### src/rtl/layerio_writer_if.sv
// layerio_writer_if: control, stream and FIFO-write signals of layerio_writer
interface layerio_writer_if #(
  parameter int DATA_W = 256,
  parameter int CNT_W  = 16
);
  logic              start;
  logic [CNT_W-1:0]  size_w;
  logic [CNT_W-1:0]  total_vecs;
  logic              in_valid;
  logic [DATA_W-1:0] in_data;
  logic              in_ready;
  logic              wrreq;
  logic [DATA_W-1:0] d_value;
  logic              d_info_valid;
  logic              d_info_last_w;
  logic              d_info_last;
  logic              half_full;
  logic              full;
  logic              busy;
  logic              done_writing;
  logic              wrote_layer;
  logic              overflow_err;
  modport master (
    output start, size_w, total_vecs, in_valid, in_data, half_full, full,
    input  in_ready, wrreq, d_value, d_info_valid, d_info_last_w, d_info_last,
           busy, done_writing, wrote_layer, overflow_err
  );
  modport slave (
    input  start, size_w, total_vecs, in_valid, in_data, half_full, full,
    output in_ready, wrreq, d_value, d_info_valid, d_info_last_w, d_info_last,
           busy, done_writing, wrote_layer, overflow_err
  );
endinterface

### src/rtl/layerio_writer.sv
// layerio_writer: streams one layer of result vectors into the layer-IO FIFO with row/layer tags
module layerio_writer #(
  parameter int DATA_W = 256,
  parameter int CNT_W  = 16
) (
  input logic clk,
  input logic reset,
  layerio_writer_if.slave io
);
  typedef enum logic [1:0] {IDLE, WRITE, DONE} state_t;
  state_t state_q, state_d;
  logic [CNT_W-1:0] size_q, size_d, total_q, total_d, w_q, w_d, cnt_q, cnt_d;
  logic [DATA_W-1:0] val_q, val_d;
  logic fin_q, fin_d, wr_q, wr_d, lw_q, lw_d, l_q, l_d, wl_q, wl_d, ovf_q, ovf_d;
  logic go, xfer, last, last_w;
  assign io.in_ready      = (state_q == WRITE) && !io.half_full && !fin_q;
  assign io.wrreq         = wr_q;
  assign io.d_value       = val_q;
  assign io.d_info_valid  = wr_q;
  assign io.d_info_last_w = lw_q;
  assign io.d_info_last   = l_q;
  assign io.busy          = state_q != IDLE;
  assign io.done_writing  = state_q == DONE;
  assign io.wrote_layer   = wl_q;
  assign io.overflow_err  = ovf_q;
  always_comb begin
    go      = (state_q == IDLE) && io.start;
    xfer    = io.in_valid && io.in_ready;
    last    = cnt_q == total_q - CNT_W'(1);
    last_w  = last || (w_q == size_q - CNT_W'(1));
    state_d = state_q;
    size_d  = size_q;
    total_d = total_q;
    w_d     = w_q;
    cnt_d   = cnt_q;
    fin_d   = fin_q;
    if (go) begin
      size_d  = io.size_w;
      total_d = io.total_vecs;
      w_d     = '0;
      cnt_d   = '0;
      fin_d   = 1'b0;
      state_d = (io.size_w == '0 || io.total_vecs == '0) ? DONE : WRITE;
    end
    if (xfer) begin
      w_d   = last_w ? '0 : w_q + CNT_W'(1);
      cnt_d = cnt_q + CNT_W'(1);
      fin_d = last;
    end
    if (state_q == WRITE && wr_q && l_q) state_d = DONE;
    if (state_q == DONE) state_d = IDLE;
    // output stage is registered so the FIFO sees one write per transfer, one cycle later
    wr_d  = xfer;
    val_d = xfer ? io.in_data : '0;
    lw_d  = xfer && last_w;
    l_d   = xfer && last;
    wl_d  = (state_d == DONE) || (wl_q && !go);
    ovf_d = ovf_q || (wr_q && io.full);
  end
  always_ff @(posedge clk) begin
    if (reset) begin
      state_q <= IDLE;
      size_q  <= '0;
      total_q <= '0;
      w_q     <= '0;
      cnt_q   <= '0;
      fin_q   <= 1'b0;
      wr_q    <= 1'b0;
      val_q   <= '0;
      lw_q    <= 1'b0;
      l_q     <= 1'b0;
      wl_q    <= 1'b0;
      ovf_q   <= 1'b0;
    end else begin
      state_q <= state_d;
      size_q  <= size_d;
      total_q <= total_d;
      w_q     <= w_d;
      cnt_q   <= cnt_d;
      fin_q   <= fin_d;
      wr_q    <= wr_d;
      val_q   <= val_d;
      lw_q    <= lw_d;
      l_q     <= l_d;
      wl_q    <= wl_d;
      ovf_q   <= ovf_d;
    end
  end
endmodule

### src/flat_wrapper.sv
// flat-port wrapper written by rule: the top's interface ports become plain ports
module layerio_writer_flat 
#(
  parameter int DATA_W = 256,
  parameter int CNT_W  = 16
)
  (clk, reset, io_start, io_size_w, io_total_vecs, io_in_valid, io_in_data, io_half_full, io_full, io_in_ready, io_wrreq, io_d_value, io_d_info_valid, io_d_info_last_w, io_d_info_last, io_busy, io_done_writing, io_wrote_layer, io_overflow_err);
  layerio_writer_if #(.DATA_W(DATA_W), .CNT_W(CNT_W)) io_i ();
  input logic clk;
  input logic reset;
  input wire logic [$bits(io_i.start)-1:0] io_start;
  input wire logic [$bits(io_i.size_w)-1:0] io_size_w;
  input wire logic [$bits(io_i.total_vecs)-1:0] io_total_vecs;
  input wire logic [$bits(io_i.in_valid)-1:0] io_in_valid;
  input wire logic [$bits(io_i.in_data)-1:0] io_in_data;
  input wire logic [$bits(io_i.half_full)-1:0] io_half_full;
  input wire logic [$bits(io_i.full)-1:0] io_full;
  output wire logic [$bits(io_i.in_ready)-1:0] io_in_ready;
  output wire logic [$bits(io_i.wrreq)-1:0] io_wrreq;
  output wire logic [$bits(io_i.d_value)-1:0] io_d_value;
  output wire logic [$bits(io_i.d_info_valid)-1:0] io_d_info_valid;
  output wire logic [$bits(io_i.d_info_last_w)-1:0] io_d_info_last_w;
  output wire logic [$bits(io_i.d_info_last)-1:0] io_d_info_last;
  output wire logic [$bits(io_i.busy)-1:0] io_busy;
  output wire logic [$bits(io_i.done_writing)-1:0] io_done_writing;
  output wire logic [$bits(io_i.wrote_layer)-1:0] io_wrote_layer;
  output wire logic [$bits(io_i.overflow_err)-1:0] io_overflow_err;
  assign io_i.start = io_start;
  assign io_i.size_w = io_size_w;
  assign io_i.total_vecs = io_total_vecs;
  assign io_i.in_valid = io_in_valid;
  assign io_i.in_data = io_in_data;
  assign io_i.half_full = io_half_full;
  assign io_i.full = io_full;
  assign io_in_ready = io_i.in_ready;
  assign io_wrreq = io_i.wrreq;
  assign io_d_value = io_i.d_value;
  assign io_d_info_valid = io_i.d_info_valid;
  assign io_d_info_last_w = io_i.d_info_last_w;
  assign io_d_info_last = io_i.d_info_last;
  assign io_busy = io_i.busy;
  assign io_done_writing = io_i.done_writing;
  assign io_wrote_layer = io_i.wrote_layer;
  assign io_overflow_err = io_i.overflow_err;
  layerio_writer #(.DATA_W(DATA_W), .CNT_W(CNT_W)) u_core (.clk(clk), .reset(reset), .io(io_i));
endmodule
### config.mk
export PLATFORM = sky130hd
export DESIGN_NAME = layerio_writer_flat
export DESIGN_NICKNAME = d
export VERILOG_FILES = /design/src/rtl/layerio_writer_if.sv /design/src/rtl/layerio_writer.sv /design/src/flat_wrapper.sv
export SDC_FILE = /design/constraint.sdc
export NUM_CORES = 1
export LEC_CHECK = 0
export CAP_MARGIN = 20
export CORE_AREA = 2 2 218 220
export CTS_BUF_LIST = sky130_fd_sc_hd__clkbuf_4 sky130_fd_sc_hd__clkbuf_8
export CTS_CLUSTER_DIAMETER = 30
export DETAILED_ROUTE_END_ITERATION = 10
export DIE_AREA = 0 0 220 222
export GPL_TIMING_DRIVEN = 0
export SLEW_MARGIN = 5
export SYNTH_ARGS = -nofsm -noshare
export SYNTH_HDL_FRONTEND = slang
export SYNTH_SLANG_ARGS = --single-unit
### constraint.sdc
create_clock -name clk -period 2.93 [get_ports clk]
set_input_delay 0.293 -clock clk [delete_from_list [all_inputs] [get_ports clk]]
set_output_delay 0.293 -clock clk [all_outputs]
set_load 0.02 [all_outputs]
# Yosys cells after proc, flatten, opt, wreduce, memory -nomap -nowiden
# Index checks and enable logic that the tools add are counted.
# word_totals
register_bits,328
inputBits,294
word_cells,55
output_inout_bits,265
# op_classes
n_eq_ne,5
reduce_logical,23
n_mux,10
n_addsub,4
n_bitwise,1
# op_table
cell,count
2-to-1 mux 16 bit,4
adder 16 x 1 -> 16 bit (second input constant),2
== test 16 bit,2
logical NOT 16 bit,2
subtractor 16 x 1 -> 16 bit (second input constant),2
logical AND 1 bit,10
2-to-1 mux 2 bit,4
== test 2 bit (second input constant),2
logical OR 1 bit,4
nonzero test 2 bit,2
logical NOT 1 bit,3
== test 2 x 1 -> 1 bit (second input constant),1
logical NOT 2 bit,1
2-to-1 mux 1 bit,2
OR reduction 2 bit,1
inverter 1 bit,1

# Longest topological paths before layout
# Gate-level depths: netlist (run 1).
# logic_depth
depth_word,8
depth_mapped,12
mapped_depth_nobuf,10

# Least setup slack after synthesis (run 1)
# No wires, ideal clock.
# synth_path
path_type,register to register
from,register u_core.size_q[0]
to,register u_core.w_q[10]
setup_slack_ns,-0.002
arrival_ns,2.818
required_time_ns,2.816
n_path_buf,2
setup_ns,0.114
period_less_slack_ns,2.932
path_stages_with_launch,13
path_cell_list,dfxtp_1 > clkbuf_1 > inv_1 > ha_1 > or4b_1 > nor4_4 > mux2_2 > mux2i_1 > a32oi_1 > o211ai_2 > buf_8 > o21ai_1 > a21o_1
# synth_between
elab_chain_len,5
# synth_lines
element,line,source
"start, declared",layerio_writer.sv:12,"logic [CNT_W-1:0] size_q, size_d, total_q, total_d, w_q, w_d, cnt_q, cnt_d;"
"start signal, assigned",layerio_writer.sv:76,size_q <= size_d;
subtractor 16 x 1 -> 16 bit,layerio_writer.sv:30,last_w = last || (w_q == size_q - CNT_W'(1));
== test 16 bit,layerio_writer.sv:30,
logical OR 1 bit,layerio_writer.sv:30,
2-to-1 mux 16 bit,layerio_writer.sv:46,w_d = last_w ? '0 : w_q + CNT_W'(1);
2-to-1 mux 16 bit,layerio_writer.sv:45,if (xfer) begin
"end signal, assigned",layerio_writer.sv:78,w_q <= w_d;
"end, declared",layerio_writer.sv:12,
# No other way between the ends.
# A chain may end at the register's enable or synchronous reset.

# Final worst setup path (run 1)
# layout_path
from,register u_core.total_q[1]
to,register u_core.w_q[9]
# layout_between
elab_chain_len,5
# layout_lines
element,line,source
"start, declared",layerio_writer.sv:12,
"start signal, assigned",layerio_writer.sv:77,total_q <= total_d;
subtractor 16 x 1 -> 16 bit,layerio_writer.sv:29,last = cnt_q == total_q - CNT_W'(1);
== test 16 bit,layerio_writer.sv:29,
logical OR 1 bit,layerio_writer.sv:30,
2-to-1 mux 16 bit,layerio_writer.sv:46,
2-to-1 mux 16 bit,layerio_writer.sv:45,
# No other way between the ends.

==> results of run 1 <==
## state kept, by name (all words and copies together) (netlist names), 2 cells and up
name               cells
u_core.io.d_value    256
u_core.cnt_q          16
u_core.size_q         16
u_core.total_q        16
u_core.w_q            16
u_core.state_q         2
## how the worst max path moves through the flow
| stage | slack, ns | cells past startpoint | end | startpoint |
|---|---|---|---|---|
| after floorplan | 0.02 | 12 | u_core.w_q[10] | u_core.size_q[0] |
| after global placement | -1.12 | 7 | u_core.io.d_value[116] | io_half_full |
| after detailed placement | -1.14 | 7 | u_core.io.d_value[116] | io_half_full |
| after CTS | 0.009 | 10 | u_core.w_q[15] | u_core.total_q[6] |
| after global routing | -0.12 | 11 | u_core.w_q[10] | u_core.size_q[2] |
| final | 0.04 | 12 | u_core.w_q[9] | u_core.total_q[1] |
## worst max-delay path: cells and delay by family (launching register included)
kind | cells | cell delay, ns
flip-flops | 1 | 0.35
adder cells (fa/ha/maj) | 1 | 0.12
AND/OR/NAND/NOR | 3 | 1.35
XOR/XNOR | 1 | 0.17
buffers and inverters | 3 | 0.36
AO/OA/AOI/OAI | 4 | 0.42
## final cells by class
class | instances | area share, %
buffer | 54 | 1.24
clock inverter | 29 | 1.80
clock buffer | 115 | 7.67
sequential | 328 | 33.9
inverter | 8 | 0.168
timing repair buffer | 574 | 29.6
multi-input combinational | 668 | 21.6
antenna | 2 | 0.0258
tap | 607 | 3.91
## cell families (layout without fill, tap and decap cells)
group / count (synthesis) / after routing
AOI/OAI and AO/OA: 117 / 117
xor gates and xnor gates: 42 / 42
adders and majority gates: 4 / 4
buffers and inverters: 63 / 780
DFF: 328 / 328
muxes: 10 / 10
other: 0 / 2
and+or+nand+nor: 495 / 495
## layer usage
metal  global-route usage (%)  wire length (um)  vias up
met5                        0                 0        -
met3                     7.61              4130      105
met4                     8.23              1700        0
met1                     18.7             16500     4582
met2                     30.8             22100      413
li1                         -                 -     4818
## power groups by stage
stage	Clock (mW)	Combinational (mW)	Sequential, mW
2_1_floorplan	0	0.320	4.73
3_3_place_gp	0	0.965	4.69
3_5_place_dp	0	0.971	4.69
4_1_cts	6.27	1.02	4.60
5_1_grt	6.51	1.11	4.60
6_report	6.11	1.03	4.60
## timing repair
item                       4_1_cts  5_1_grt
pin swaps                        9       17
setup buffers                    9        5
cloned                           1        1
resized for setup               27       21
setup endpoints to repair      263       85
## layout by cell type (no fill, tap or decap), drive strengths merged, types with 11 or more instances in the layout
cell type	n
clkinv	11
xnor2	24
o21ai	20
a21oi	48
nor3	14
dfxtp	328
and2	261
xor2	18
buf	25
nand2	92
clkdlybuf4s50	558
nor2	40
nor4	17
nand3	16
and3	13
clkbuf	160
a21o	12
## stage by stage
| step | power [mW] | setup TNS (ns) | instances |
|---|---|---|---|
| after floorplan | 5.05 | 0 | 1059 |
| after global placement | 5.65 | -216.58 | 2224 |
| after detailed placement | 5.66 | -214.75 | 2224 |
| after CTS | 11.9 | 0 | 2377 |
| after global routing | 12.2 | -1.11 | 2385 |
| final | 11.7 | 0 | 2385 |
==> flow_summary.ini, run 1 <==
[logic_synthesis]
cell_area_after_synthesis_um2 = 10900
yosys.area_share.xor_xnor_pct = 3.37
synth_top_family_by_area = simple AND/OR/NAND/NOR gates
ys_types = 63
synth_area_leader_cell = sky130_fd_sc_hd__dfxtp_1
synth_most_common_cell = sky130_fd_sc_hd__dfxtp_1
synth_simple_gate_area_share_pct = 25.8
post_synth_inst_count = 1059
adder_cell_share_of_the_synthesized_area_pct = 0.458
synth_edf_count = 0
synth_top_flop_cell = sky130_fd_sc_hd__dfxtp_1
async_flop_share_pct = 0
synth.top_cells.by_count = 328 x sky130_fd_sc_hd__dfxtp_1, 260 x sky130_fd_sc_hd__and2_1, 91 x sky130_fd_sc_hd__nand2_1
syn_area_per_cell_um2 = 10.3
yosysTopAreaCellShare_pct = 60.1
fraction_of_the_mapped_netlist_area_in_compound_gates_pct = 6.86
synth-seq-area-share_pct = 60.1
post_synth_main_area_contributors = sky130_fd_sc_hd__dfxtp_1 60%, sky130_fd_sc_hd__and2_1 15%, sky130_fd_sc_hd__nand2_1 3.1%
syn-num-nets = 1357
muxShareOfSynthArea_pct = 0.996
yosys_warning_total = 0
synth_seq_cells = 328

[clock_tree]
tritoncts_num_sinks = 328
cts_tree = done
cts_made_buffers = 80
clk_transition_reported_paths_ns = 0.06
clk_path_buf_depth = 3
clk_latency_ns = 0.63
cts_hold_buf = 0
clock_tree.root_cell = sky130_fd_sc_hd__clkbuf_8
htree_num_levels = 3

[setup_path]
crit_path_end_kind = register
crit_type = register to register
crit_chain = inv_2 -> ha_4 -> or4b_4 -> nor4_4 -> xnor2_1 -> o211ai_1 -> or4b_4 -> o211ai_2 -> buf_6 -> buf_6 -> o21ai_1 -> a21o_1
reg2reg_to = u_core.w_q[9]
critPathRequiredTime_ns = 3.44
critical_path.startpoint_type = register
critical_path.max_fanout = 6
critical-path-max-stage-delay_ns = 0.59
cpMaxStageDelayCell = sky130_fd_sc_hd__or4b_4
rrSetupSlack_ns = 0.04
worstReg2RegStart = u_core.total_q[1]
worst-endpoint-arrival_ns = 3.40
r2r_worst_path_depth = 12

[global_route]
grt_start_max_net_pins = 11
first_global_vias = 10241
grt_antenna_before_repair = 11
grt_pass1_wl_mm = 64.0
grtUsageTotal_pct = 17.9
grt_overflow_total = 0

[route]
detailedRoute.firstIterationViolations = 342
route.detailed.wl_per_inst_um = 18.6
drt.antenna.violating_nets = 0
number_of_detailed_routing_iterations_run_before_antenna_repair = 5
vias_per_cell = 4.16
detail_route.wirelength_mm = 44.4
drc_errors = 0
vias = 9918

[power_and_ir_drop]
power_leakage_nw = 7.53
power_switching_mw = 2.68
pwr-share-clk_pct = 52.0
power_per_cell_area_nw_per_um2 = 605
combinationalPowerShare_pct = 8.8
p_seq_share_pct = 39.2
largest_voltage_drop_on_the_vdd_net_v = 0.000419
swShare_pct = 22.9
intPower_mw = 9.06

[place]
dp_worst_setup_slack_ns = -1.14
post-dp-hpwl_mm = 34.8
buffer_ports.inserted = 558
detailed_place.area_um2 = 17300
place_congestion = 0.856

[sta]
fmax_mhz = 346
finalHoldViolations = 0
rsz_0062_raised_after_global_routing = yes
whs_ns = 0.220
final.setup.worst_slack_ns = 0.0384
max_slew.worst_pin.slew_ns = 0.721
maxSlewViolCount = 0
max-slew-margin-rel_pct = 51.5
fin_worst_skew_ns = 0.0178
final.period_utilization_pct = 98.7
period_needed_ns = 2.89
setup_viol = 0

[min_path]
hold_depth = 2
min_delay_worst_endpoint = u_core.io.d_value[139]
min-delay-start = io_in_data[139]
hold_path.class = primary input to register

[floorplanning]
core_area_um2 = 46300
die-width_um = 220
starting_density_of_the_core_pct = 23.6
die_area_um2 = 48800
fp-row-count = 79
io-pin-count = 559
die_height_um = 222

[cells_and_area]
sequential_area_um2 = 6590
multiInputGateArea_um2 = 4200
design_area_um2 = 19400
drive_above_1_share_pct = 12.3
layout-area-overhead-vs-synth_pct = 77.6
finalNetCount = 2012
fin_util_pct = 42.0
filler_cell_count_in_the_final_layout = 4493

[outcome]
run_status = finished clean

[run]
maxCapViolCount = 0
No activity file was read; power rests on OpenSTA's default activity.
==> inputs of run 2 (changes only) <==
--- a/config.mk
+++ b/config.mk
@@ -7,7 +7,6 @@
 export LEC_CHECK = 0
 export CAP_MARGIN = 20
 export CORE_AREA = 2 2 218 220
-export CTS_BUF_LIST = sky130_fd_sc_hd__clkbuf_4 sky130_fd_sc_hd__clkbuf_8
 export CTS_CLUSTER_DIAMETER = 30
 export DETAILED_ROUTE_END_ITERATION = 10
 export DIE_AREA = 0 0 220 222
==> constraint.sdc (replaced) <==
create_clock -name clk -period 2.6 [get_ports clk]
set_input_delay 0.26 -clock clk [delete_from_list [all_inputs] [get_ports clk]]
set_output_delay 0.26 -clock clk [all_outputs]
set_load 0.02 [all_outputs]
==> flow_summary.ini, run 2 (synthesized netlist as in run 1, its figures left out) <==
[sta]
rsz_0062_raised_after_global_routing = yes
maxSlewViolCount = 0
fmax_mhz = 349
finalHoldViolations = 0
final.setup.worst_slack_ns = -0.266
max-slew-margin-rel_pct = 55.6
whs_ns = 0.211
max_slew.worst_pin.slew_ns = 0.666
period_needed_ns = 2.87
fin_worst_skew_ns = 0.0297
setup_viol = 17
final.period_utilization_pct = 110

[global_route]
grt_antenna_before_repair = 10
grtUsageTotal_pct = 18.4
grt_start_max_net_pins = 13
grt_overflow_total = 0
first_global_vias = 10257
grt_pass1_wl_mm = 64.9

[clock_tree]
cts_made_buffers = 77
tritoncts_num_sinks = 328
clock_tree.root_cell = sky130_fd_sc_hd__clkbuf_16
clk_path_buf_depth = 3
cts_tree = done
htree_num_levels = 3
clk_transition_reported_paths_ns = 0.05
cts_hold_buf = 0
clk_latency_ns = 0.60

[place]
post-dp-hpwl_mm = 36.1
buffer_ports.inserted = 558
place_congestion = 0.886
detailed_place.area_um2 = 17400

[cells_and_area]
design_area_um2 = 20400
multiInputGateArea_um2 = 4360
sequential_area_um2 = 6590
drive_above_1_share_pct = 13.0
layout_common_cells = 558 x sky130_fd_sc_hd__clkdlybuf4s50_1, 320 x sky130_fd_sc_hd__dfxtp_1, 260 x sky130_fd_sc_hd__and2_1
finalNetCount = 2009
filler_cell_count_in_the_final_layout = 4444
fin_util_pct = 44.0
layout-area-overhead-vs-synth_pct = 86.2
most_common_library_cell_in_the_layout_ignoring_fill_and_taps = sky130_fd_sc_hd__clkdlybuf4s50_1
largest_register_ffs = 256

[route]
vias = 9862
drt.antenna.violating_nets = 0
detailedRoute.firstIterationViolations = 370
detail_route.wirelength_mm = 45.8
drc_errors = 0
route.detailed.wl_per_inst_um = 19.2
number_of_detailed_routing_iterations_run_before_antenna_repair = 5
vias_per_cell = 4.14

[power_and_ir_drop]
power_per_cell_area_nw_per_um2 = 790
power_leakage_nw = 7.91
largest_voltage_drop_on_the_vdd_net_v = 0.000570

[setup_path]
crit_path_end_kind = register
worst_setup_path_startpoint = u_core.total_q[7]
rrSetupSlack_ns = -0.27
worst_path_dominant_cell_family = simple AND/OR/NAND/NOR gates
cpMaxStageDelayCell = sky130_fd_sc_hd__or4b_4
worst-endpoint-arrival_ns = 3.36
critPathRequiredTime_ns = 3.10
r2r_worst_path_depth = 10
critical_path.max_fanout = 5
reg2reg_to = u_core.w_q[6]
crit_type = register to register
crit_chain = or4_4 -> buf_4 -> a2111oi_4 -> o2111ai_1 -> or4b_4 -> o211ai_4 -> buf_6 -> buf_8 -> o21ai_1 -> a21o_1
critical-path-max-stage-delay_ns = 0.59
critical_path.startpoint_type = register
worstReg2RegStart = u_core.total_q[7]
critPathBufInv = 3

[min_path]
hold_path.class = primary input to register
min-delay-start = io_in_data[136]
hold_depth = 2
min_delay_worst_endpoint = u_core.io.d_value[136]

[floorplanning]
starting_density_of_the_core_pct = 23.6
die_height_um = 222
fp-row-count = 79
die-width_um = 220
die_area_um2 = 48800
core_area_um2 = 46300
io-pin-count = 559

[outcome]
failed_checks = setup timing
run_status = finished, violations left

[run]
maxCapViolCount = 0
[run 2: cell count changes in the layout (fill, tap and decap cells not counted), moves of 5 or more]
cell,previous run,this run
sky130_fd_sc_hd__clkbuf_8,100,5
sky130_fd_sc_hd__clkbuf_16,1,77
sky130_fd_sc_hd__clkbuf_4,17,2
sky130_fd_sc_hd__inv_6,1,7
sky130_fd_sc_hd__buf_4,13,18
sky130_fd_sc_hd__clkbuf_2,1,6
sky130_fd_sc_hd__clkinv_4,0,5
[run 2: worst max-delay path by stage]
stage                     depth (start not counted)                endpoint  slack (ns)
after floorplan                                   9          u_core.w_q[10]       -0.13
after global placement                            7   u_core.io.d_value[98]       -1.35
after detailed placement                          8  u_core.io.d_value[226]       -0.92
after CTS                                        10          u_core.w_q[12]       -0.36
after global routing                             10          u_core.w_q[10]       -0.35
final                                            10           u_core.w_q[6]       -0.27
[run 2: repair_timing]
action,in CTS,in global routing
buffers inserted,10,7
hold endpoints to repair,0,0
pin swaps,16,16
gates resized for setup,19,44
setup endpoints to repair,277,243
cloned,1,0
[run 2: routing by layer]
| layer | global-route usage (%) | vias up | part of all wire, % |
|---|---|---|---|
| met5 | 0 | - | 0.050 |
| met4 | 9.96 | 4 | 3.5 |
| met3 | 8.75 | 92 | 10 |
| met2 | 30.9 | 386 | 50 |
| met1 | 18.7 | 4541 | 36 |
| li1 | - | 4839 | - |
[run 2: metrics by stage]
step	setup WS [ns]	setup TNS, ns	power (mW)	cells
finish	-0.266	-3.05	16.1	2385
global route	-0.346	-4.51	16.6	2384
global placement	-1.35	-290.43	6.41	2224
detailed placement	-0.923	-201.99	6.41	2225
CTS	-0.362	-26.45	16.2	2375
floorplan	-0.132	-6.26	5.71	1059
[run 2: where the power goes]
group	internal (mW)	switching (mW)	leakage [nW]
clock network	6.45	3.23	1.28
registers	5.13	0.0677	2.66
logic	0.718	0.493	3.97
total	12.3	3.79	7.91
[run 2: layout make-up]
cell class | count | area share [%]
buffer | 52 | 1.16
clock buffer | 92 | 9.99
clock inverter | 48 | 2.99
inverter | 8 | 0.148
tap | 607 | 3.73
antenna | 6 | 0.0738
sequential | 328 | 32.4
timing repair buffer | 576 | 28.1
multi-input combinational | 668 | 21.4
[run 2: worst register-to-register path, stage by stage (launching register included)]
cell and delay [ns]:
sky130_fd_sc_hd__dfxtp_4 0.34, sky130_fd_sc_hd__or4_4 0.56, sky130_fd_sc_hd__buf_4 0.17, sky130_fd_sc_hd__a2111oi_4 0.32
sky130_fd_sc_hd__o2111ai_1 0.16, sky130_fd_sc_hd__or4b_4 0.59, sky130_fd_sc_hd__o211ai_4 0.15, sky130_fd_sc_hd__buf_6 0.16
sky130_fd_sc_hd__buf_8 0.11, sky130_fd_sc_hd__o21ai_1 0.06, sky130_fd_sc_hd__a21o_1 0.15
==> inputs of run 3 (changes only) <==
--- a/config.mk
+++ b/config.mk
@@ -5,7 +5,6 @@
 export SDC_FILE = /design/constraint.sdc
 export NUM_CORES = 1
 export LEC_CHECK = 0
-export CAP_MARGIN = 20
 export CORE_AREA = 2 2 218 220
 export CTS_CLUSTER_DIAMETER = 30
 export DETAILED_ROUTE_END_ITERATION = 10
==> flow_summary.ini, run 3 (synthesized netlist as in run 1, its figures left out) <==
[clock_tree]
clk_path_buf_depth = 3
cts_tree = done
cts_hold_buf = 0
clk_latency_ns = 0.60
clk_transition_reported_paths_ns = 0.04
htree_num_levels = 3
clock_tree.root_cell = sky130_fd_sc_hd__clkbuf_16
cts_made_buffers = 79
tritoncts_num_sinks = 328

[power_and_ir_drop]
power_leakage_nw = 7.96
largest_voltage_drop_on_the_vdd_net_v = 0.000580
power.total_mw = 16.4
power_per_cell_area_nw_per_um2 = 802

[route]
drc_errors = 0
vias = 9872
number_of_detailed_routing_iterations_run_before_antenna_repair = 4
drt.antenna.violating_nets = 0
detailedRoute.firstIterationViolations = 464
route.detailed.wl_per_inst_um = 19.2
vias_per_cell = 4.15
detail_route.wirelength_mm = 45.7

[setup_path]
crit_path_end_kind = register
critical_path.startpoint_type = register
critical_path.max_fanout = 3
worst-endpoint-arrival_ns = 3.41
crit_type = register to register
critPathRequiredTime_ns = 3.12

[floorplanning]
io-pin-count = 559
die-width_um = 220
die_area_um2 = 48800
die_height_um = 222
starting_density_of_the_core_pct = 23.6
core_area_um2 = 46300
fp-row-count = 79

[sta]
rsz_0062_raised_after_global_routing = yes
maxSlewViolCount = 0
fmax_mhz = 347
finalHoldViolations = 0
max_slew.worst_pin.slew_ns = 0.661
final.setup.worst_slack_ns = -0.285
fin_worst_skew_ns = 0.0388
final.period_utilization_pct = 111
setup_viol = 17
max-slew-margin-rel_pct = 55.9
period_needed_ns = 2.88

[cells_and_area]
layout_common_cells = 558 x sky130_fd_sc_hd__clkdlybuf4s50_1, 322 x sky130_fd_sc_hd__dfxtp_1, 260 x sky130_fd_sc_hd__and2_1
drive_above_1_share_pct = 12.2
sequential_area_um2 = 6580
multiInputGateArea_um2 = 4300
filler_cell_count_in_the_final_layout = 4456
finalNetCount = 2010
layout-area-overhead-vs-synth_pct = 86.7
fin_util_pct = 44.1
largest_register_ffs = 256
most_common_library_cell_in_the_layout_ignoring_fill_and_taps = sky130_fd_sc_hd__clkdlybuf4s50_1

[global_route]
grt_start_max_net_pins = 14
grtUsageTotal_pct = 18.3
grt_antenna_before_repair = 10
grt_pass1_wl_mm = 65.3
grt_overflow_total = 0
first_global_vias = 10120

[min_path]
hold_path.class = primary input to register

[place]
buffer_ports.inserted = 558
place_congestion = 0.886
dp_worst_setup_slack_ns = -1.49
post-dp-hpwl_mm = 36.0

[outcome]
failed_checks = setup timing
run_status = finished, violations left

[run]
maxCapViolCount = 0
## run 3: cell types whose count changed in the layout (fill, tap and decap cells not counted), moves of 4 or more
cell and change:
sky130_fd_sc_hd__clkinv_4 -4, sky130_fd_sc_hd__buf_4 -5, sky130_fd_sc_hd__clkbuf_8 +10, sky130_fd_sc_hd__inv_6 -6, sky130_fd_sc_hd__o21ai_1 +4
## run 3: area by class of cell
type / instances / area share, %
tap: 607 / 3.72
multi-input combinational: 668 / 21.0
antenna: 3 / 0.0368
clock buffer: 104 / 10.9
inverter: 8 / 0.147
timing repair buffer: 575 / 28.2
sequential: 328 / 32.2
clock inverter: 34 / 2.59
buffer: 52 / 1.14
## run 3: routing by layer
layer	part of all wire (%)	track usage (%)	wire (um)
met1	37	19.3	17000
met2	52	32.7	23600
met3	8.8	7.90	4010
met4	2.2	5.63	1020
met5	0.028	0	13
## run 3: repair_timing
action                                 in CTS  in global routing
cloned                                      0                  1
endpoints found under the hold margin       0                  0
setup endpoints to repair                 278                 71
pin swaps                                  10                  9
buffers inserted                           12                  4
resized for setup                          30                 17
## run 3: worst max-delay path, stage by stage, from the launching register on
cell	delay, ns
sky130_fd_sc_hd__dfxtp_4	0.34
sky130_fd_sc_hd__or4_4	0.57
sky130_fd_sc_hd__or3_4	0.35
sky130_fd_sc_hd__buf_4	0.14
sky130_fd_sc_hd__o31a_2	0.34
sky130_fd_sc_hd__o2bb2ai_1	0.17
sky130_fd_sc_hd__or4b_4	0.17
sky130_fd_sc_hd__buf_4	0.12
sky130_fd_sc_hd__o21ai_1	0.13
sky130_fd_sc_hd__or3_1	0.34
sky130_fd_sc_hd__a21oi_1	0.14
## run 3: power by group
part           internal (mW)  switching, mW  leakage [nW]  total (mW)
Clock                   6.89           3.09          1.34        9.98
Sequential              5.13         0.0666          2.66        5.20
Combinational          0.709          0.482          3.96        1.19
## run 3: path summary, 6_finish.rpt
check                           cells past startpoint                   from  slack [ns]               endpoint
worst max-delay path                               10      u_core.total_q[8]       -0.28          u_core.w_q[0]
worst min-delay path                                2         io_in_data[10]        0.21  u_core.io.d_value[10]
worst max register to register                     10      u_core.total_q[8]       -0.28          u_core.w_q[0]
worst min register to register                      2  u_core.io.wrote_layer        0.46  u_core.io.wrote_layer
## run 3: per-stage QoR
step | hold WS (ns) | instances | cell area [um^2] | setup TNS [ns]
finish | 0.214 | 2379 | 20400 | -3.54
global route | 0.184 | 2377 | 20400 | -5.60
CTS | 0.174 | 2373 | 20300 | -4.62
detailed placement | 0.468 | 2224 | 17400 | -335.85
global placement | 0.447 | 2224 | 17400 | -290.43
floorplan | 0.350 | 1059 | 11000 | -6.26
==> patch 1: new RTL, settings of run 3 <==
`CNT_W` is set to 16 in 3 places; all go to 18.
--- a/src/rtl/layerio_writer_if.sv
+++ b/src/rtl/layerio_writer_if.sv
@@ -1,7 +1,7 @@
 // layerio_writer_if: control, stream and FIFO-write signals of layerio_writer
 interface layerio_writer_if #(
   parameter int DATA_W = 256,
-  parameter int CNT_W  = 16
+  parameter int CNT_W  = 18
 );
   logic              start;
   logic [CNT_W-1:0]  size_w;
--- a/src/rtl/layerio_writer.sv
+++ b/src/rtl/layerio_writer.sv
@@ -1,7 +1,7 @@
 // layerio_writer: streams one layer of result vectors into the layer-IO FIFO with row/layer tags
 module layerio_writer #(
   parameter int DATA_W = 256,
-  parameter int CNT_W  = 16
+  parameter int CNT_W  = 18
 ) (
   input logic clk,
   input logic reset,
--- a/src/flat_wrapper.sv
+++ b/src/flat_wrapper.sv
@@ -2,7 +2,7 @@
 module layerio_writer_flat 
 #(
   parameter int DATA_W = 256,
-  parameter int CNT_W  = 16
+  parameter int CNT_W  = 18
 )
   (clk, reset, io_start, io_size_w, io_total_vecs, io_in_valid, io_in_data, io_half_full, io_full, io_in_ready, io_wrreq, io_d_value, io_d_info_valid, io_d_info_last_w, io_d_info_last, io_busy, io_done_writing, io_wrote_layer, io_overflow_err);
   layerio_writer_if #(.DATA_W(DATA_W), .CNT_W(CNT_W)) io_i ();
Ports: changed (resized io_size_w and io_total_vecs); port bits go from 559 to 563. No check against the original RTL was run, so the function may have changed too.
==> patch 1 against run 3 <==
- the run still ends with setup timing left
- utilization grew 2.4 points
- sequential cell count increased by 8
- cell area grew 5.5%
- synthesized cell count increased by 9.0%
- synthesized area rose by 5.8%
- setup slack improved by 240 ps
- power is 9.9% higher
- wire length shrank 1.1%
- largest cell class unchanged
- largest power group unchanged
- highest routed layer unchanged
==> patch 1: results (changes against run 3) <==
Power
  – Leak Pwr: 8.27 nW (+4.0%)
  – Peak supply drop: 0.000618 V (+6.4%)

Finish
  – Number of flip-flops in the largest register: 256 (unchanged)
  – Fillcell total: 4338 (-2.6%)
  – Share of layout cells above drive strength 1: 0.127 (+0.00552)
  – Layout net count: 2114 (+5.2%)

Critical path
  – Worst R2R Path Depth: 10 (unchanged)
  – Worst reg2reg endpoint: u_core.w_q[13]$_SDFFE_PP0P_
  – Origin of the critical flop-to-flop path: u_core.total_q[0]$_SDFFE_PP0P_
  – Arrival time at the worst endpoint: 3120 ps (-290 ps)
  – CP max FO: 6 (+3)
  – Setup Crit Path Kind: flip-flop to flip-flop

Synthesis
  – Ys Warns: 0 (unchanged)
  – Mapped Avg Cell Area: 10.0 um2 (-2.9%)
  – Area contributors post-synth: dfxtp_1 (58%), and2_1 (14%), nand2_1 (3.6%)
  – Post-synthesis net count: 1456 (+7.3%)
  – Synth unique cells: 62 (-1.6%)
  – Async set or reset register ratio after synthesis: 0 (unchanged)
  – Sequential fraction of the synthesis area: 0.581 (-0.0194)
  – Most instantiated cells after synthesis: dfxtp_1 (336), and2_1 (260), nand2_1 (110), clkbuf_1 (56), a21oi_1 (52)

Place
  – DPL Wire Length: 35.1 mm (-2.5%)
  – Post-placement cell count: 2322 (+4.4%)
  – GPL Wtd Cong: 0.923 (+4.1%)
  – DP Area: 18000 um2 (+3.4%)
  – IO buf count: 561 (+0.54%)
  – Pre-CTS WS: -763 ps (+728 ps)

Outcome
  – Failing checks: setup timing
  – Outcome: finished, violations left

Route
  – Routed WL per cell: 18.1 um (-5.7%)
  – DRT Pass-1 Iters: 5 (+1)
  – Iter 0 DRT Violations: 491 (+5.8%)
  – Post-Route WL: 45.2 mm (-1.1%)
  – Via-per-instance ratio: 4.24 (+2.2%)

Global route
  – Pin count of the biggest net entering global routing: 13 (-1)
  – GRT Resource Usage Total: 0.183 (-0.000750)
  – Initial antenna violation count: 6 (-4)
  – GRT Residual Overflow: 0 (unchanged)
  – First-pass GRT wire length: 66.6 mm (+2.0%)
  – Vias in the first global route: 11214 (+11%)

Clocking
  – Clock transition at the registers of the reported paths: 50 ps
  – TritonCTS buffer count: 82 (+3.8%)
  – Worst-Skew Late Latency: 610 ps
  – Max clock buf depth: 3 (unchanged)

Worst hold path
  – HP Start: io_in_data[173]
  – Hold Crit Class: input port to flip-flop
  – Worst Hold End: u_core.io.d_value[173]$_SDFF_PP0_

STA
  – Final count of negative-setup-slack endpoints: 11 (-6)
  – Final worst slack: -47.8 ps (+237 ps)
  – Final hold slack: 214 ps (-0.235 ps)
  – Slew margin rel.: 0.426 (-0.133)
  – Layout Skew: 13.4 ps (-25.5 ps)
  – Setup TNS: -348 ps (+3190 ps)
## patch 1: cell count changes after synthesis, sizes merged, moves of 6 or more
cell,delta
a31oi,+17
nand3,+18
clkbuf,+11
inv,+10
dfxtp,+8
nand2b,+6
nand2,+18
mux2i,+10
a21o,-12
nor3,+11
nand4,+6
nor2,-8
## patch 1: layout make-up
cell class	instances	area, um2	area share
timing repair buffer	576	5750	0.267
tap	607	759	0.0353
multi-input combinational	738	4800	0.223
inverter	18	67.6	0.00314
sequential	336	6740	0.313
antenna	7	17.5	0.000814
buffer	60	282	0.0131
clock inverter	48	856	0.0398
clock buffer	105	2260	0.105
## patch 1: kinds of logic (layout without fill, tap and decap cells)
group	Yosys count	after routing	synth area share
simple gates	541	541	0.263
other cells	0	7	0
fa+ha+maj	4	4	0.00433
buf+inv	80	807	0.0271
mux	17	17	0.0151
compound gates	126	126	0.0715
xor+xnor	50	50	0.0379
flops	336	336	0.581
## patch 1: timing repair
item / CTS / global route
buffers inserted: 11 / 3
gates cloned: 2 / 0
pin swaps: 16 / 19
hold endpoints to repair: 0 / 0
setup endpoints to repair: 260 / 238
gates resized for setup: 52 / 53
## patch 1: worst max-delay path, stage by stage, from the launching register on
cell and delay, ps:
dfxtp_4 360, or4_4 570, nor4_4 290, xor2_1 210
a31oi_2 150, nor3b_4 300, a32oi_4 90, buf_12 170
buf_6 130, a31oi_1 150, mux2i_1 100
## patch 1: power by group
part	switching [W]	internal [W]
sequential	0.0000788	0.00526
combinational	0.000523	0.000758
clock	0.00324	0.00813
## patch 1: layer usage
layer  GRT usage  up-vias  part of all wire
li1            -     5197                 -
met1       0.201     4882              0.38
met2       0.307      408              0.50
met3      0.0739       88             0.098
met4      0.0799        2             0.028
met5           0        -           0.00029
==> patch 2: new RTL, settings of run 3 <==
Made on the original files. Reset style: asynchronous (`reset`), changed in one clocked block.
--- a/src/rtl/layerio_writer.sv
+++ b/src/rtl/layerio_writer.sv
@@ -57,7 +57,7 @@
     wl_d  = (state_d == DONE) || (wl_q && !go);
     ovf_d = ovf_q || (wr_q && io.full);
   end
-  always_ff @(posedge clk) begin
+  always_ff @(posedge clk or posedge reset) begin
     if (reset) begin
       state_q <= IDLE;
       size_q  <= '0;
Function: differs if reset is asserted again (counterexample within 4 cycles, from zero or initial values and one cycle with reset high); with reset held inactive, the same outputs for 4 cycles.
==> patch 2 against run 3 <==
- the flow still finishes with violations (setup timing)
- setup slack better by 180 ps
- non-clock buffer count increased by 45
- cell area up 11%
- sequential cell count unchanged
- power grew 15%
- synthesized area increased by 15%
- clock skew is 19 ps lower
- wire length is 11% higher
- largest cell class unchanged
==> patch 2: results (changes against run 3) <==
Outcome
  – Outcome: finished, violations left
  – Failing checks: setup timing

Critical path
  – Critical path's slowest cell: or4b_4
  – Biggest cell delay along the critical path: 490 ps (-80 ps)
  – Cell family with the largest share of critical-path delay: simple AND/OR/NAND/NOR gates
  – CP max FO: 5 (+2)
  – Arrival time at the worst endpoint: 3190 ps (-220 ps)

Finish
  – Fillcell total: 4118 (-7.6%)
  – Post-route insts no fill: 2426 (+2.0%)
  – Buffering overhead: 0.280 (-0.0137)
  – Share of layout cells above drive strength 1: 0.144 (+0.0226)
  – Layout net count: 2049 (+1.9%)
  – Buffers excl. clock: 672 (+7.2%)
  – Multi-input gate area: 4320 um2 (+0.50%)
  – Clock buf count: 102 (-1.9%)
  – # diodes: 1 (-2)
  – Signal inverters: 12 (+4)

Power
  – Clock power share: 0.576 (-0.034)
  – Peak supply drop: 0.000658 V (+13%)
  – Internal portion of total power: 0.0143 W (+12%)
  – Logic pwr share: 0.125 (+0.052)
  – Leak Pwr: 10.7 nW (+35%)

STA
  – Final worst slack: -107 ps (+178 ps)
  – Slew margin rel.: 0.441 (-0.118)
  – Final count of negative-setup-slack endpoints: 13 (-4)
  – Layout Skew: 19.8 ps (-19.1 ps)

Synthesis
  – Mux cell area share after synthesis: 0.00400 (-0.00596)
  – Post-synthesis xor/xnor area fraction: 0.0287 (-0.00497)
  – Adder-Cell Fraction of Synth Area: 0.00400 (-0.000582)
  – Area contributors post-synth: dfrtp_1 (66%), and3_1 (13%), nand2_1 (4.0%)
  – Sequential fraction of the synthesis area: 0.656 (+0.0548)
  – Mapped Avg Cell Area: 11.7 um2 (+14%)
  – Most instantiated cells after synthesis: dfrtp_1 (328), and3_1 (265), nand2_1 (133), clkbuf_1 (67), nand3_1 (25)
  – Synth unique cells: 59 (-6.3%)
  – Async set or reset register ratio after synthesis: 1.00 (+1.00)
  – Post-synthesis compound-gate area fraction: 0.0466 (-0.0220)

Route
  – Routed met2 length: 25.7 mm (+8.9%)
  – Post-Route WL: 50.8 mm (+11%)
  – Top sig layer: met4
  – Wire length on met1: 19.3 mm (+13%)
  – Iter 0 DRT Violations: 527 (+14%)
  – DRT Pass-1 Iters: 5 (+1)
  – Wire length on met3: 4.68 mm (+17%)

Place
  – IO buf count: 558 (unchanged)
  – Post-placement cell count: 2241 (+0.76%)
  – GPL Wtd Cong: 0.903 (+1.9%)
  – DPL Wire Length: 37.5 mm (+4.2%)

Clocking
  – Post_cts resized: 38 (+27%)
  – Setup bufs post-CTS: 18 (+6)

Global route
  – Met3 Usage GRT: 0.0905 (+0.0115)
  – Vias in the first global route: 11849 (+17%)
  – Pin count of the biggest net entering global routing: 39 (+25)
  – M2 GR Usage: 0.347 (+0.0205)
  – GRT Resource Usage Total: 0.205 (+0.0215)
  – Met1 Usage GRT: 0.232 (+0.0391)
  – First-pass GRT wire length: 74.5 mm (+14%)
  – Initial antenna violation count: 2 (-8)

Worst hold path
  – Hold Crit Class: input port to asynchronous set/reset pin
==> patch 2: cell types whose count changed after synthesis, moves of 9 or more <==
cell / before / now
dfrtp_1: 0 / 328
dfxtp_1: 328 / 0
and2_1: 260 / 3
and3_1: 13 / 265
nand2_1: 91 / 133
a21oi_1: 48 / 13
clkbuf_1: 43 / 67
nor2_1: 40 / 19
nand3_1: 16 / 25
==> patch 2: per-stage QoR <==
step / setup TNS [ps] / hold WS [ps] / instance area (um2) / utilization / power [W]
after CTS: -1780 / 75.3 / 22400 / 0.483 / 0.0190
after global placement: -1651310 / 436 / 18900 / 0.408 / 0.00779
after global routing: -2520 / 104 / 22700 / 0.490 / 0.0196
final: -1100 / 96.3 / 22700 / 0.490 / 0.0189
after detailed placement: -74480 / 444 / 19100 / 0.413 / 0.00784
after floorplan: -668710 / 365 / 12500 / - / 0.00664
==> patch 2: worst register-to-register path, stage by stage (launching register included) <==
cell	delay, ps
dfrtp_1	380
inv_2	80
ha_4	140
or4b_4	490
o311ai_4	270
o41ai_4	150
nor4b_4	150
and4b_4	240
a211oi_4	360
buf_6	190
nand3_2	80
o311ai_2	80
==> patch 2: worst paths after layout <==
kind	startpoint	end	slack (ps)	cells after the start
setup reg to reg	u_core.size_q[1]$_DFFE_PP0P_	u_core.w_q[9]$_DFFE_PP0P_	-110	11
max in group asynchronous	reset	u_core.io.d_value[140]$_DFF_PP0_	1220	6
setup / recovery	u_core.size_q[1]$_DFFE_PP0P_	u_core.w_q[9]$_DFFE_PP0P_	-110	11
min in group clk	io_in_data[108]	u_core.io.d_value[108]$_DFF_PP0_	220	2
hold / removal	reset	u_core.io.d_value[53]$_DFF_PP0_	100	2
hold reg to reg	u_core.io.overflow_err$_DFF_PP0_	u_core.io.overflow_err$_DFF_PP0_	450	1
